## config.mk

```make
export PLATFORM = sky130hd
export DESIGN_NAME = rffp_fp_enc_pipe
export DESIGN_NICKNAME = d
export VERILOG_FILES = /design/src/rtl/rffp_fp_enc_pipe.sv
export SDC_FILE = /design/constraint.sdc
export NUM_CORES = 1
export LEC_CHECK = 0
export ABC_AREA = 1
export BUFFER_PORTS_ARGS = -buffer_cell sky130_fd_sc_hd__buf_2
export CAP_MARGIN = 30
export CORE_ASPECT_RATIO = 1.75
export CORE_MARGIN = 2
export CORE_UTILIZATION = 30
export CTS_CLUSTER_DIAMETER = 60
export DETAILED_ROUTE_END_ITERATION = 6
export MAX_ROUTING_LAYER = met4
export SETUP_SLACK_MARGIN = 0.1
export SLEW_MARGIN = 20
export SYNTH_ARGS = -nofsm -noshare
export SYNTH_HDL_FRONTEND = slang
export SYNTH_SLANG_ARGS = --single-unit
export TNS_END_PERCENT = 1
```

## constraint.sdc

```tcl
create_clock -name clk -period 5.4 [get_ports clk]
set_input_delay 0.81 -clock clk [delete_from_list [all_inputs] [get_ports clk]]
set_output_delay 0.81 -clock clk [all_outputs]
set_load 0.01 [all_outputs]
```

## src/rtl/rffp_fp_enc_pipe.sv

```systemverilog
// rffp_fp_enc_pipe: two-stage bfloat16 to RFFP encoder with flush/saturate flags and event counters
module rffp_fp_enc_pipe #(
  parameter int EXP_WIDTH      = 8,
  parameter int MAN_WIDTH      = 7,
  parameter int RFFP_EXP       = 6,
  parameter int RFFP_MAN_WIDTH = 8,
  parameter int EXP_OFFSET     = 76
) (
  input  logic                             clk,
  input  logic                             rst,
  input  logic [EXP_WIDTH+MAN_WIDTH:0]     in_fp,
  input  logic                             in_valid,
  output logic                             in_ready,
  output logic [RFFP_EXP+RFFP_MAN_WIDTH:0] out_rffp,
  output logic                             out_sat,
  output logic                             out_flush,
  output logic                             out_valid,
  input  logic                             out_ready,
  input  logic                             cnt_clr,
  output logic [15:0]                      sat_count,
  output logic [15:0]                      flush_count
);
  localparam int EXP_MAX = EXP_OFFSET + (1 << RFFP_EXP) - 1;
  typedef enum logic [1:0] {ZERO, FLUSH, NORM, SAT} cls_t;
  logic [EXP_WIDTH-1:0] e8;
  cls_t cls, s1_cls;
  logic s1_valid, s1_sign, s1_load, s2_load, fire;
  logic [RFFP_EXP-1:0] s1_exp, pk_exp;
  logic [MAN_WIDTH-1:0] s1_man;
  logic [RFFP_MAN_WIDTH-1:0] pk_man;
  assign e8 = in_fp[EXP_WIDTH+MAN_WIDTH-1:MAN_WIDTH];
  assign s2_load = !out_valid || out_ready;
  assign s1_load = !s1_valid || s2_load;
  assign in_ready = s1_load;
  assign fire = out_valid && out_ready;
  always_comb begin
    cls = (e8 == '0) ? ZERO : (32'(e8) <= EXP_OFFSET) ? FLUSH : (32'(e8) <= EXP_MAX) ? NORM : SAT;
    pk_exp = (s1_cls == SAT) ? '1 : (s1_cls == NORM) ? s1_exp : '0;
    pk_man = (s1_cls == SAT) ? '1 : (s1_cls == NORM) ? RFFP_MAN_WIDTH'({1'b1, s1_man}) : '0;
  end
  always_ff @(posedge clk or posedge rst) begin
    if (rst) begin
      s1_valid <= 1'b0;
      s1_sign  <= 1'b0;
      s1_cls   <= ZERO;
      s1_exp   <= '0;
      s1_man   <= '0;
    end else if (s1_load) begin
      s1_valid <= in_valid;
      if (in_valid) begin
        s1_sign <= in_fp[EXP_WIDTH+MAN_WIDTH];
        s1_cls  <= cls;
        s1_exp  <= RFFP_EXP'(e8 - EXP_WIDTH'(EXP_OFFSET));
        s1_man  <= in_fp[MAN_WIDTH-1:0];
      end
    end
  end
  always_ff @(posedge clk or posedge rst) begin
    if (rst) begin
      out_valid <= 1'b0;
      out_rffp  <= '0;
      out_sat   <= 1'b0;
      out_flush <= 1'b0;
    end else if (s2_load) begin
      out_valid <= s1_valid;
      if (s1_valid) begin
        out_rffp  <= {s1_sign, pk_exp, pk_man};
        out_sat   <= s1_cls == SAT;
        out_flush <= s1_cls == FLUSH;
      end
    end
  end
  // counters saturate at all-ones; clear beats a coincident increment
  always_ff @(posedge clk or posedge rst) begin
    if (rst) begin
      sat_count   <= '0;
      flush_count <= '0;
    end else begin
      sat_count   <= cnt_clr ? '0 : (fire && out_sat && !(&sat_count)) ? sat_count + 16'd1 : sat_count;
      flush_count <= cnt_clr ? '0 : (fire && out_flush && !(&flush_count)) ? flush_count + 16'd1 : flush_count;
    end
  end
endmodule

```

==> flow_metrics.py <==
metrics = {
    "drt": {
        "drtIter0Drc": 127,
        "vias_per_cell": 4.81,
        "dr.pass1.iters": 6,
        "drcViolationCount": 0,
        "totalWireLength_um": 9020,
        "wl_per_cell_um": 13.3,
        "dr_total_vias": 3258,
        "antenna_left": 0,
    },
    "critical_path": {
        "r2r_setup_slack_ns": 3.32,
        "rr_endpoint": "out_sat",
        "crit_arrival_ns": 2.49,
        "path_cells": "buf_2 > inv_1 > nand2_1 > nand2_1 > nor2_1 > inv_1 > o21ai_0",
        "slowest_stage": "nor2_1",
        "worstSetupEndpointType": "flop",
        "crit_required_ns": 5.64,
        "reg2reg_depth": 5,
        "reg2reg_from": "out_valid",
        "cp_slowest_stage_delay_ns": 0.73,
        "worstSetupStartpointType": "input pin",
        "path_class": "input pin to flop",
        "critPathMaxFanout": 20,
    },
    "die": {
        "io_pins": 72,
        "die_h_um": 148,
        "dieArea_sq_um": 12800,
        "fp.dieW_um": 86.3,
        "coreArea_sq_um": 11600,
        "rows": 52,
        "initial_core_util": 0.307,
    },
    "global_routing": {
        "grt_pass1_vias": 3146,
        "grt-ovfl-total": 0,
        "grt_usage": 0.152,
        "grt_max_degree": 68,
        "antenna_found_initial": 0,
        "grt_pass1_wl_um": 14800,
    },
    "clock_network": {
        "h-tree-depth": 3,
        "cts_hold_repair.buffers": 0,
        "post_cts_buffers": 0,
        "cts_buffers": 9,
        "clock_sinks": 67,
        "ctsResizeCount": 0,
        "insertion_delay_ns": 0.33,
        "cts_buffer_depth": 2,
        "clk_pin_slew_worst_paths_ns": 0.05,
        "clockRootBuffer": "clkbuf_16",
        "cts_tree": "done",
    },
    "status": {
        "status": "finished, final reports clean",
    },
    "sta": {
        "fin_crit_sh": 0.417,
        "period_minus_slack_ns": 2.25,
        "skew_ns": 0.00657,
        "drv_slew": 0,
        "slew_headroom": 0.503,
        "hold_viol": 0,
        "final.setup.tns_ns": 0,
        "max_clock_freq_mhz": 444,
        "fin_ws_ns": 3.15,
        "rsz0062_at_grt": "no",
        "finalSetupViolations": 0,
        "worstMarginPinSlew_ns": 0.742,
    },
    "synth": {
        "async_reset_ff_frac": 1.00,
        "synth_area_sq_um": 3550,
        "synth_ff_type": "dfrtp_1",
        "synth_edf_count": 0,
        "synth_cells": 467,
        "synth.avg_cell_area_sq_um": 7.61,
        "synth_seq_cells": 67,
        "yosysSeqAreaShare": 0.472,
        "ys_types": 24,
        "synthesis.nets": 493,
        "yosysWarningCount": 0,
    },
    "hold_path": {
        "worstHoldPathCells": 1,
        "min_from": "s1_cls[1]",
        "hold_class": "flop to flop",
        "worstHoldEndpoint": "out_flush",
    },
    "pwr": {
        "power_density_nw_per_um2": 331,
        "p_leak_nw": 2.34,
        "irDropWorstVdd_mv": 0.187,
    },
    "final_layout": {
        "drive_above_1_share": 0.199,
        "areaGrowthSynthToFinish_pct": 23.8,
        "n_antenna_cell": 0,
        "finish.net_count": 564,
    },
    "place": {
        "io_buffers": 71,
        "preCtsSetupSlack_ns": 2.84,
        "hpwl_um": 6610,
        "gp_congestion": 0.858,
    },
    "flow_run": {
        "cap_violations": 0,
    },
}
==> power breakdown <==
part / internal [mW] / switching (mW)
Combinational: 0.0767 / 0.136
Sequential: 0.565 / 0.0411
Clock: 0.428 / 0.210
Total: 1.07 / 0.387
==> state kept, by name, summed over array words and instances, names as in the netlist <==
register     flops
sat_count       16
s1_man           7
s1_sign          1
out_sat          1
out_rffp        15
s1_valid         1
s1_exp           6
out_valid        1
s1_cls           2
out_flush        1
flush_count     16
==> worst max path at each step <==
stage,startpoint,end,slack [ns],depth (start not counted)
2_1_floorplan,rst,flush_count[0],2.91,1
3_3_place_gp,out_ready,out_rffp[13],2.98,7
5_1_grt,out_ready,out_sat,2.87,7
6_report,out_ready,out_sat,3.15,7
4_1_cts,out_ready,out_sat,3.19,7
3_5_place_dp,out_ready,out_sat,2.84,7
==> layer usage <==
metal	wire length, um	track usage	vias up
met2	4870	0.271	84
met3	348	0.0290	18
met5	0	-	-
met1	3570	0.158	1516
li1	-	-	1640
met4	240	0.0711	0
==> cells in the mapped netlist (3+ instances only) <==
cell type    n  area (sq um)
a21oi_1      3          15.0
o21ai_0     24           120
or2_2        5          31.3
nand3b_1     3          22.5
nor2_1      33           124
nand2_1    194           728
o21bai_1     5          37.5
clkbuf_1    10          37.5
dfrtp_1     67          1680
inv_1       33           124
nand4_1     30           188
ha_1         5          62.6
nand3_1     27           135
nor2_4       4          45.0
xor2_1       9          78.8
==> logic make-up (layout without fill, tap and decap cells) <==
group,after synthesis,after routing,synth area share
AO/OA/AOI/OAI,33,33,0.0507
XOR/XNOR,9,9,0.0222
adder cells (fa/ha/maj),5,5,0.0176
buffers and inverters,49,125,0.0567
flip-flops,67,67,0.472
multiplexers,1,1,0.00317
AND/OR/NAND/NOR,303,303,0.378
==> cell type report <==
cell class | count | area [sq um]
fill | 1233 | 7180
sequential | 67 | 1680
multi-input combinational | 351 | 1680
timing repair buffer | 74 | 418
clock buffer | 12 | 256
tap | 135 | 169
inverter | 35 | 131
clock inverter | 4 | 72.6
==> worst max-delay path: cells and delay by family <==
| family | cells | cell delay [ns] |
|---|---|---|
| buf+inv | 3 | 0.27 |
| simple gates | 3 | 1.17 |
| compound gates | 1 | 0.23 |
==> cells in the final DEF, fill, tap and decap left out, drive strengths merged, types with 2 or more instances in the layout <==
| cell | count |
|---|---|
| a21oi | 3 |
| dfrtp | 67 |
| nand3b | 3 |
| nand4 | 30 |
| o21bai | 5 |
| ha | 5 |
| clkbuf | 12 |
| buf | 74 |
| nand2 | 196 |
| xor2 | 9 |
| o21ai | 24 |
| nor2 | 41 |
| or2 | 5 |
| inv | 35 |
| nand3 | 27 |
| bufinv | 2 |
==> per-stage QoR <==
step,hold slack [ns],power [mW],std cells,utilization,cell area (sq um)
2_1_floorplan,0.434,0.735,467,-,3550
3_3_place_gp,0.440,0.824,660,0.347,4020
3_5_place_dp,0.459,0.832,661,0.349,4040
4_1_cts,0.460,1.48,677,0.378,4370
5_1_grt,0.487,1.53,678,0.380,4400
6_report,0.458,1.46,678,0.380,4400
(Power assumes the default switching activity.)
